File: config.mk
export PLATFORM = sky130hd
export DESIGN_NAME = pushbutton_conditioner_flat
export DESIGN_NICKNAME = d
export VERILOG_FILES = /design/src/rtl/pushbutton_conditioner_pkg.sv /design/src/rtl/pushbutton_conditioner_if.sv /design/src/rtl/pb_debounce_bit.sv /design/src/rtl/pushbutton_conditioner.sv /design/src/flat_wrapper.sv
export SDC_FILE = /design/constraint.sdc
export NUM_CORES = 1
export LEC_CHECK = 0
export CORE_ASPECT_RATIO = 0.7
export CORE_MARGIN = 1
export CORE_UTILIZATION = 25
export DETAILED_ROUTE_END_ITERATION = 8
export GPL_TIMING_DRIVEN = 0
export PLACE_DENSITY = 0.47
export SYNTH_ARGS = -nofsm -noshare
export SYNTH_HDL_FRONTEND = slang
export SYNTH_SLANG_ARGS = --single-unit
File: constraint.sdc
create_clock -name clock -period 1.25 [get_ports clock]
set_input_delay 0.375 -clock clock [delete_from_list [all_inputs] [get_ports clock]]
set_output_delay 0.375 -clock clock [all_outputs]
set_load 0.02 [all_outputs]
File: src/rtl/pushbutton_conditioner_pkg.sv
// Shared defaults, debounce state type and counter-width helper for the
// pushbutton conditioner.
package pb_pkg;

    localparam int DEFAULT_WIDTH           = 4;
    localparam int DEFAULT_DEBOUNCE_CYCLES = 16;

    typedef enum logic [0:0] {
        SETTLED  = 1'b0,
        COUNTING = 1'b1
    } db_state_e;

    // Bits needed to hold 0..cycles-1, never less than one.
    function automatic int cnt_width(input int cycles);
        int w;
        w = 1;
        for (int i = 1; i < 31; i++) begin
            if ((32'sd1 << i) < cycles) begin
                w = i + 1;
            end
        end
        return w;
    endfunction

endpackage

File: src/rtl/pushbutton_conditioner_if.sv
// Button-side bundle between the conditioner (slave) and its environment (master).
interface pushbutton_conditioner_if
    import pb_pkg::*;
#(
    parameter int WIDTH = DEFAULT_WIDTH
);

    logic [WIDTH-1:0] btn_raw;
    logic             consume;
    logic [WIDTH-1:0] pushbuttons;
    logic [WIDTH-1:0] stable;
    logic [WIDTH-1:0] press_pulse;
    logic [WIDTH-1:0] release_pulse;
    logic             any_pressed;

    modport master (
        output btn_raw, consume,
        input  pushbuttons, stable, press_pulse, release_pulse, any_pressed
    );

    modport slave (
        input  btn_raw, consume,
        output pushbuttons, stable, press_pulse, release_pulse, any_pressed
    );

endinterface

File: src/rtl/pb_debounce_bit.sv
// One button bit: 2-FF synchronizer, counting debouncer and registered
// press/release pulses.
module pb_debounce_bit
    import pb_pkg::*;
#(
    parameter int DEBOUNCE_CYCLES = DEFAULT_DEBOUNCE_CYCLES
) (
    input  logic clock,
    input  logic reset,
    input  logic btn_raw_i,
    output logic stable_o,
    output logic press_o,
    output logic release_o
);

    localparam int               CNT_W    = cnt_width(DEBOUNCE_CYCLES);
    localparam logic [CNT_W-1:0] CNT_LAST = CNT_W'(DEBOUNCE_CYCLES - 1);

    logic             sync1_q;
    logic             sync2_q;
    logic             stable_q;
    logic             press_q;
    logic             release_q;
    logic [CNT_W-1:0] cnt_q;
    db_state_e        state_q;

    // Synchronizer chain plus debounce FSM; pulses update with stable_q.
    always_ff @(posedge clock or negedge reset) begin
        if (!reset) begin
            sync1_q   <= 1'b0;
            sync2_q   <= 1'b0;
            stable_q  <= 1'b0;
            press_q   <= 1'b0;
            release_q <= 1'b0;
            cnt_q     <= '0;
            state_q   <= SETTLED;
        end else begin
            sync1_q   <= btn_raw_i;
            sync2_q   <= sync1_q;
            press_q   <= 1'b0;
            release_q <= 1'b0;
            case (state_q)
                SETTLED: begin
                    if (sync2_q != stable_q) begin
                        state_q <= COUNTING;
                        cnt_q   <= CNT_W'(1);
                    end else begin
                        cnt_q   <= '0;
                    end
                end
                COUNTING: begin
                    if (sync2_q == stable_q) begin
                        state_q <= SETTLED;
                        cnt_q   <= '0;
                    end else if (cnt_q == CNT_LAST) begin
                        stable_q  <= sync2_q;
                        press_q   <= sync2_q;
                        release_q <= ~sync2_q;
                        cnt_q     <= '0;
                        state_q   <= SETTLED;
                    end else begin
                        cnt_q <= cnt_q + CNT_W'(1);
                    end
                end
                default: begin
                    state_q <= SETTLED;
                    cnt_q   <= '0;
                end
            endcase
        end
    end

    assign stable_o  = stable_q;
    assign press_o   = press_q;
    assign release_o = release_q;

endmodule

File: src/rtl/pushbutton_conditioner.sv
// Conditions the processor's pushbutton input. Define PB_STICKY_EN to hold
// each press until the processor consumes it.
module pushbutton_conditioner
    import pb_pkg::*;
#(
    parameter int WIDTH           = DEFAULT_WIDTH,
    parameter int DEBOUNCE_CYCLES = DEFAULT_DEBOUNCE_CYCLES
) (
    input  logic                     clock,
    input  logic                     reset,
    pushbutton_conditioner_if.slave  bus
);

    if ((DEBOUNCE_CYCLES < 2) || (DEBOUNCE_CYCLES > 65535)) begin : g_bad_cycles
        $error("pushbutton_conditioner: DEBOUNCE_CYCLES must be 2..65535");
    end

    logic [WIDTH-1:0] stable_s;
    logic [WIDTH-1:0] press_s;
    logic [WIDTH-1:0] release_s;

    for (genvar g = 0; g < WIDTH; g++) begin : g_bit
        pb_debounce_bit #(
            .DEBOUNCE_CYCLES (DEBOUNCE_CYCLES)
        ) u_bit (
            .clock     (clock),
            .reset     (reset),
            .btn_raw_i (bus.btn_raw[g]),
            .stable_o  (stable_s[g]),
            .press_o   (press_s[g]),
            .release_o (release_s[g])
        );
    end

`ifdef PB_STICKY_EN
    logic [WIDTH-1:0] latch_d;
    logic [WIDTH-1:0] latch_q;

    // A press pulse sets the latch even when consume clears it in the same cycle.
    always_comb begin
        latch_d = press_s | (latch_q & ~{WIDTH{bus.consume}});
    end

    // Press latch register.
    always_ff @(posedge clock or negedge reset) begin
        if (!reset) begin
            latch_q <= '0;
        end else begin
            latch_q <= latch_d;
        end
    end

    assign bus.pushbuttons = stable_s | latch_q;
`else
    logic unused_consume_s;
    assign unused_consume_s = bus.consume;
    assign bus.pushbuttons  = stable_s;
`endif

    assign bus.stable        = stable_s;
    assign bus.press_pulse   = press_s;
    assign bus.release_pulse = release_s;
    assign bus.any_pressed   = |stable_s;

endmodule

File: src/flat_wrapper.sv
// flat-port wrapper written by rule: the top's interface ports become plain ports
module pushbutton_conditioner_flat import pb_pkg::*;
#(
    parameter int WIDTH           = DEFAULT_WIDTH,
    parameter int DEBOUNCE_CYCLES = DEFAULT_DEBOUNCE_CYCLES
)
  (clock, reset, bus_btn_raw, bus_consume, bus_pushbuttons, bus_stable, bus_press_pulse, bus_release_pulse, bus_any_pressed);
  pushbutton_conditioner_if #(.WIDTH(WIDTH)) bus_i ();
  input  logic clock;
  input  logic reset;
  input wire logic [$bits(bus_i.btn_raw)-1:0] bus_btn_raw;
  input wire logic [$bits(bus_i.consume)-1:0] bus_consume;
  output wire logic [$bits(bus_i.pushbuttons)-1:0] bus_pushbuttons;
  output wire logic [$bits(bus_i.stable)-1:0] bus_stable;
  output wire logic [$bits(bus_i.press_pulse)-1:0] bus_press_pulse;
  output wire logic [$bits(bus_i.release_pulse)-1:0] bus_release_pulse;
  output wire logic [$bits(bus_i.any_pressed)-1:0] bus_any_pressed;
  assign bus_i.btn_raw = bus_btn_raw;
  assign bus_i.consume = bus_consume;
  assign bus_pushbuttons = bus_i.pushbuttons;
  assign bus_stable = bus_i.stable;
  assign bus_press_pulse = bus_i.press_pulse;
  assign bus_release_pulse = bus_i.release_pulse;
  assign bus_any_pressed = bus_i.any_pressed;
  pushbutton_conditioner #(.WIDTH(WIDTH), .DEBOUNCE_CYCLES(DEBOUNCE_CYCLES)) u_core (.clock(clock), .reset(reset), .bus(bus_i));
endmodule
==> qor.txt, run 1 <==
OUTCOME
------------------------------------------------------------------------------------------
Status                                                                        complete, but fails checks
Failing checks                                                                negative setup slack

PLACEMENT
------------------------------------------------------------------------------------------
PortBufs                                                                                22
Gpl congestion                                                                       0.684
Cells after DPL                                                                        242
Half-perimeter wire length of the detailed placement result                        2060 um

STA
------------------------------------------------------------------------------------------
Actual slew at the worst max-slew pin                                             0.894 ns
Setup violations, final                                                                 13
Hold Fails Final Rpt                                                                     0
Period utilisation layout                                                             1.42
Post-route worst setup slack                                                     -0.522 ns
Clk_skew                                                                        0.00252 ns
Unrepaired setup endpoints after global routing                                       true
Headroom to the max-slew limit                                                       0.404
Pins Over Slew Limit                                                                     0
Total negative setup slack                                                        -2.62 ns
Achievable Freq                                                                    564 MHz
Final critical path time including I/O delays and setup                            1.77 ns
Worst hold margin                                                                 0.203 ns

FLOORPLANNING
------------------------------------------------------------------------------------------
Number of standard-cell rows in the floorplan                                           24
Initial standard-cell utilization of the core                                        0.264
Boundary Pins                                                                           24
Die Span Y                                                                         70.5 um
Area enclosed by the die boundary                                                7040 um^2
Horizontal die dimension                                                           99.8 um
Core region area                                                                 6340 um^2

YOSYS
------------------------------------------------------------------------------------------
Count of yosys warnings during synthesis                                                 0
Flip-flop and latch count after synthesis                                               40
Synthesized area per cell                                                        13.0 um^2
Syn nets                                                                               140
Async set-reset flop share out of synthesis                                           1.00
Largest family of logic cells by synthesized area                             simple AND/OR/NAND/NOR gates
Area fraction in and, or, nand and nor cells after synthesis                         0.140
Post-synthesis xor/xnor area fraction                                               0.0418
Share of synthesized cell area in full adder, half adder and majority cells         0.0299
Synth Area in Compound Gates                                                        0.0747
Share of synthesized area spent on multiplexers                                     0.0358
Most used flip-flop cell after synthesis                                      sky130_fd_sc_hd__dfrtp_1
Synthesized cell area                                                            1680 um^2
Sequential element share of the synthesized area                                     0.597
Number of different library cells in the post-synthesis netlist                         20
Number of flops mapped to enable cells by yosys                                          0
Instance count of the mapped netlist                                                   129

SETUP PATH
------------------------------------------------------------------------------------------
Crit Path Category                                                                 reg2out
Required time worst endpoint                                                       0.88 ns
Kind of end point of the critical path                                         output port
Worst Path Max Fanout                                                                    2
WP data arrival                                                                    1.40 ns
Startpoint type of the worst setup path                                          flip-flop

DETAILED ROUTING
------------------------------------------------------------------------------------------
DR WL/cell                                                                         12.4 um
Final WL                                                                           3220 um
DRC                                                                                      0
Vias per Instance                                                                     4.18
Starting DRT DRC Count                                                                  27
Detailed-routing iteration count for the pre-antenna-repair pass                         4
Detailed-route via count                                                              1083
Antenna violation net count after detailed routing                                       0

GLOBAL ROUTE
------------------------------------------------------------------------------------------
Overall fraction of global-route tracks in use                                       0.101
Via count of the first global-routing pass                                            1176
GR Overflow Total                                                                        0
Number of antenna violations at the first check in global routing                        0
Global-route wire length before repair                                             5380 um
Pin count of the biggest net entering global routing                                    41

POWER AND IR DROP
------------------------------------------------------------------------------------------
Peak ir drop on the vdd network                                                   0.331 mV
Static leakage power                                                               1.07 nW
Total power divided by cell area                                              1060 nW/um^2

FINISH
------------------------------------------------------------------------------------------
Number of fill cells in the layout                                                     602
Layout cells sized above 1                                                           0.530
Number of antenna repair diodes                                                          0
Synthesis-to-finish area growth                                                      43.0%
Final instance count without filler cells                                              259
Net count reported at finish                                                           178

CLOCKING
------------------------------------------------------------------------------------------
Number of CTS-inserted buffers                                                           5
Latest clock arrival within the worst-skew pair                                    0.29 ns
CTS tree                                                                               yes
CTS max path bufs                                                                        2
Maximum level of the CTS H-tree                                                          2
CTS root buf                                                                  sky130_fd_sc_hd__clkbuf_8
Sink Count                                                                              40
Hold buffer count at cts                                                                 0
Clock transition at path regs                                                      0.07 ns

WORST HOLD PATH
------------------------------------------------------------------------------------------
Worst min path class                                                              in2async

JOB
------------------------------------------------------------------------------------------
# Max-Cap Violations                                                                     0

==> routing by layer <==
layer	track usage	routed length (um)	vias up
met5	0	0	-
met4	0.0490	60	0
met3	0.0330	115	7
met2	0.171	1700	19
met1	0.115	1350	547
li1	-	-	510
==> registers in the layout (all words and copies together) (netlist names) <==
register / count
u_core.g_bit.u_bit.stable_o: 4
u_core.g_bit.u_bit.sync1_q: 4
u_core.g_bit.u_bit.state_q: 4
u_core.g_bit.u_bit.sync2_q: 4
u_core.g_bit.u_bit.press_o: 4
u_core.g_bit.u_bit.cnt_q: 16
u_core.g_bit.u_bit.release_o: 4
==> worst max-delay path, stage by stage (launching register included) <==
cell and delay [ns]:
sky130_fd_sc_hd__dfrtp_2 0.42, sky130_fd_sc_hd__or4_4 0.54, sky130_fd_sc_hd__buf_6 0.15
==> synth_stat cells, types with 8 or more instances <==
library cell	n	area (um^2)
sky130_fd_sc_hd__a21oi_1	8	40.0
sky130_fd_sc_hd__buf_4	16	120
sky130_fd_sc_hd__dfrtp_1	40	1000
sky130_fd_sc_hd__nor3b_1	8	60.1
==> final cells by class <==
type	count	area (um^2)	share of cell area
flip-flops and latches	40	1010	0.420
multi-input cells	69	688	0.287
inverters	4	15.0	0.00627
clock inverters	2	35.0	0.0146
clock buffers	6	72.6	0.0303
repair buffers	41	413	0.172
well taps	91	114	0.0475
plain buffers	6	52.6	0.0219
==> kinds of logic after synthesis <==
| logic type | after synthesis |
|---|---|
| AOI/OAI and AO/OA | 20 |
| adders and majority gates | 4 |
| and+or+nand+nor | 33 |
| xor gates and xnor gates | 8 |
| muxes | 4 |
| buffers and inverters | 20 |
| DFF | 40 |
==> cells in the final DEF (no fill, tap or decap), types with 3 or more instances in the layout <==
cell type / netlist / routed
sky130_fd_sc_hd__a21oi_1: 8 / 5
sky130_fd_sc_hd__nand2_2: 0 / 3
sky130_fd_sc_hd__and3_1: 4 / 3
sky130_fd_sc_hd__xnor2_1: 4 / 4
sky130_fd_sc_hd__buf_6: 0 / 28
sky130_fd_sc_hd__inv_1: 4 / 4
sky130_fd_sc_hd__nor3b_1: 8 / 8
sky130_fd_sc_hd__buf_4: 16 / 14
sky130_fd_sc_hd__a21boi_2: 0 / 3
sky130_fd_sc_hd__dfrtp_2: 0 / 4
sky130_fd_sc_hd__o21ai_0: 4 / 4
sky130_fd_sc_hd__nand4_2: 4 / 3
sky130_fd_sc_hd__dfrtp_1: 40 / 36
sky130_fd_sc_hd__mux2_4: 4 / 4
sky130_fd_sc_hd__xor2_4: 0 / 3
sky130_fd_sc_hd__a31o_2: 4 / 4
sky130_fd_sc_hd__clkbuf_8: 0 / 5
sky130_fd_sc_hd__nand4b_1: 4 / 4
sky130_fd_sc_hd__clkdlybuf4s50_1: 0 / 4
sky130_fd_sc_hd__a21oi_2: 0 / 3
==> stage by stage <==
stage | worst slack, ns | area (um^2) | power [mW] | util
6_report | -0.522 | 2400 | 2.54 | 0.378
5_1_grt | -0.558 | 2400 | 2.66 | 0.378
4_1_cts | -0.543 | 2260 | 2.56 | 0.357
3_3_place_gp | -1.15 | 2010 | 1.49 | 0.318
2_1_floorplan | -0.124 | 1680 | 1.43 | -
3_5_place_dp | -0.687 | 2010 | 1.50 | 0.317
==> worst paths after layout <==
| path | to | startpoint | slack (ns) | cells after the start |
|---|---|---|---|---|
| max | bus_any_pressed | u_core.g_bit[0].u_bit.stable_o | -0.52 | 2 |
| min | u_core.g_bit[1].u_bit.cnt_q[1] | reset | 0.20 | 1 |
| max reg2reg | u_core.g_bit[2].u_bit.stable_o | u_core.g_bit[2].u_bit.stable_o | -0.04 | 5 |
| min reg2reg | u_core.g_bit[0].u_bit.sync2_q | u_core.g_bit[0].u_bit.sync1_q | 0.35 | 0 |
| max in group asynchronous | u_core.g_bit[3].u_bit.stable_o | reset | 0.42 | 1 |
| min in group clock | u_core.g_bit[0].u_bit.sync2_q | u_core.g_bit[0].u_bit.sync1_q | 0.35 | 0 |
==> where the power goes <==
part | switching [mW] | leakage, nW | internal, mW
logic | 0.0682 | 0.501 | 0.0733
registers | 0.0430 | 0.515 | 1.33
clock network | 0.433 | 0.0552 | 0.592
==> repair_timing <==
action | 4_1_cts | 5_1_grt
gates resized for setup | 126 | 26
buffers inserted | 15 | 10
endpoints found under the hold margin | 0 | 0
endpoints found under the setup margin | 21 | 27
pin swaps | 5 | 4
(Power assumes the default switching activity.)
==> run 2: changes to the inputs <==
- CAP_MARGIN: default -> 10
- CELL_PAD_IN_SITES_DETAIL_PLACEMENT: default -> 1
- CELL_PAD_IN_SITES_GLOBAL_PLACEMENT: default -> 1
- CTS_CLUSTER_SIZE: default -> 24
- PLACE_DENSITY: 0.47 -> 0.55
==> run 2 against run 1 <==
The flow still finishes with violations (negative setup slack). Utilization down 1.9 points. Critical path depth stayed put. Clock power down 20%. Clock-buffer cell count did not move. Largest cell class unchanged. Critical path type unchanged. Die area did not move. First-iteration DRC count shrank 33%. Register-to-register slack improved by 0.10 ns. Global-route usage up 0.79 points. Total power is 8.6% lower.
==> qor.txt, run 2 (synthesized netlist as in run 1, its figures left out) <==
OUTCOME
--------------------------------------------------------------------------------
Status                                                              complete, but fails checks
Failing checks                                                      negative setup slack

GLOBAL ROUTE
--------------------------------------------------------------------------------
Via count of the first global-routing pass                                  1196
Global-route wire length before repair                                   5720 um
Pin count of the biggest net entering global routing                          41
Overall fraction of global-route tracks in use                             0.109
GR Overflow Total                                                              0
Number of antenna violations at the first check in global routing              0

DETAILED ROUTING
--------------------------------------------------------------------------------
Detailed-route via count                                                    1035
Vias per Instance                                                           4.12
Final WL                                                                 3300 um
DR WL/cell                                                               13.2 um
DRC                                                                            0
Starting DRT DRC Count                                                        18
Antenna violation net count after detailed routing                             0
Detailed-routing iteration count for the pre-antenna-repair pass               2

STA
--------------------------------------------------------------------------------
Setup violations, final                                                        9
Worst hold margin                                                       0.209 ns
Headroom to the max-slew limit                                             0.395
Hold Fails Final Rpt                                                           0
Post-route worst setup slack                                           -0.491 ns
Pins Over Slew Limit                                                           0
Unrepaired setup endpoints after global routing                             true
Clk_skew                                                              0.00588 ns
Final critical path time including I/O delays and setup                  1.74 ns
Period utilisation layout                                                   1.39
Actual slew at the worst max-slew pin                                   0.907 ns
Total negative setup slack                                              -2.07 ns
Achievable Freq                                                          574 MHz

SETUP PATH
--------------------------------------------------------------------------------
Worst reg-to-reg path cell count                                               4
WP data arrival                                                          1.37 ns
Required time worst endpoint                                             0.88 ns
Startpoint type of the worst setup path                                flip-flop
Critical path destination                                           bus_any_pressed
Capture point of the worst reg-to-reg path                          u_core.g_bit[2].u_bit.cnt_q[1]
Reg-to-reg startpoint                                               u_core.g_bit[2].u_bit.stable_o
Reg2reg setup slack                                                      0.06 ns
Worst Path Max Fanout                                                          2
Crit. Startpoint                                                    u_core.g_bit[1].u_bit.stable_o
Cell at the slowest stage of the critical path                      sky130_fd_sc_hd__or4_4
Ordered cell list for the critical path                             or4_4, buf_6
Kind of end point of the critical path                               output port
Crit Path Category                                                       reg2out
CP max stage delay                                                       0.53 ns

FLOORPLANNING
--------------------------------------------------------------------------------
Initial standard-cell utilization of the core                              0.264
Core region area                                                       6340 um^2
Number of standard-cell rows in the floorplan                                 24
Area enclosed by the die boundary                                      7040 um^2
Horizontal die dimension                                                 99.8 um
Boundary Pins                                                                 24
Die Span Y                                                               70.5 um

PLACEMENT
--------------------------------------------------------------------------------
Half-perimeter wire length of the detailed placement result              2120 um
Gpl congestion                                                             0.761
PortBufs                                                                      22
Worst slack, placed                                                    -0.680 ns

FINISH
--------------------------------------------------------------------------------
Layout cells sized above 1                                                 0.456
Most common cell after layout, fill and taps aside                  sky130_fd_sc_hd__dfrtp_1
Register with the most flip-flops                                   u_core.g_bit.u_bit.cnt_q
Number of antenna repair diodes                                                0
Net count reported at finish                                                 171
Synthesis-to-finish area growth                                            35.8%
Flip-flop count of the largest register after layout                          16
Leading cell types in the layout, fill and taps excluded            35 x sky130_fd_sc_hd__dfrtp_1, 24 x sky130_fd_sc_hd__buf_6, 11 x sky130_fd_sc_hd__buf_4

CLOCKING
--------------------------------------------------------------------------------
Hold buffer count at cts                                                       0
CTS tree                                                                     yes
Number of CTS-inserted buffers                                                 5
Clock transition at path regs                                            0.08 ns
CTS max path bufs                                                              2
Maximum level of the CTS H-tree                                                2
Sink Count                                                                    40
Latest clock arrival within the worst-skew pair                          0.29 ns
CTS root buf                                                        sky130_fd_sc_hd__clkbuf_8

WORST HOLD PATH
--------------------------------------------------------------------------------
Worst min path class                                                    in2async

POWER AND IR DROP
--------------------------------------------------------------------------------
Static leakage power                                                     1.02 nW
Overall Power                                                            2.32 mW
Peak ir drop on the vdd network                                         0.415 mV
Total power divided by cell area                                    1020 nW/um^2

JOB
--------------------------------------------------------------------------------
# Max-Cap Violations                                                           0

run 2: changes by cell type in the layout (fill, tap and decap cells not counted), sizes merged:
| cell | delta |
|---|---|
| bufinv | -1 |
| buf | -7 |
run 2: worst min path at each step:
stage / endpoint / slack [ns] / cells after the start
2_1_floorplan: u_core.g_bit[0].u_bit.cnt_q[0] / 0.08 / 0
5_1_grt: u_core.g_bit[3].u_bit.release_o / 0.27 / 1
4_1_cts: u_core.g_bit[3].u_bit.release_o / 0.24 / 1
6_report: u_core.g_bit[3].u_bit.release_o / 0.21 / 1
3_5_place_dp: u_core.g_bit[2].u_bit.sync2_q / 0.34 / 0
3_3_place_gp: u_core.g_bit[1].u_bit.sync2_q / 0.33 / 0
run 2: layout make-up:
class	instances	area, um^2
Sequential cell	40	1010
Clock inverter	1	5.00
Timing Repair Buffer	33	327
Fill cell	670	4060
Tap cell	91	114
Clock buffer	6	72.6
Multi-Input combinational cell	69	664
Buffer	7	71.3
Inverter	4	15.0
run 2: stage by stage:
stage          std cells  utilization  instance area, um^2
2_1_floorplan        129            -                 1680
3_3_place_gp         242        0.318                 2010
3_5_place_dp         242        0.317                 2010
4_1_cts              249        0.344                 2180
5_1_grt              251        0.359                 2280
6_report             251        0.359                 2280
run 2: where the power goes:
group / internal, mW / total, mW / leakage, nW / switching (mW)
sequential: 1.33 / 1.37 / 0.514 / 0.0448
clock: 0.380 / 0.816 / 0.0410 / 0.436
combinational: 0.0666 / 0.129 / 0.467 / 0.0624
run 2: timing repair:
action / 4_1_cts / 5_1_grt
setup buffers: 9 / 7
gates resized for setup: 121 / 17
gates cloned: 0 / 0
endpoints found under the setup margin: 21 / 26
pin swaps: 2 / 2
run 2: layer usage:
metal	share of wire	vias up	GRT usage
met5	0	-	0
met4	0.017	0	0.0539
met3	0.038	5	0.0380
met2	0.50	15	0.171
met1	0.44	519	0.133
li1	-	496	-
run 2: worst max-delay path: cells and delay by family (launching register included):
family | cells | cell delay [ns]
buffers and inverters | 1 | 0.15
flip-flops | 1 | 0.41
AND/OR/NAND/NOR | 1 | 0.53
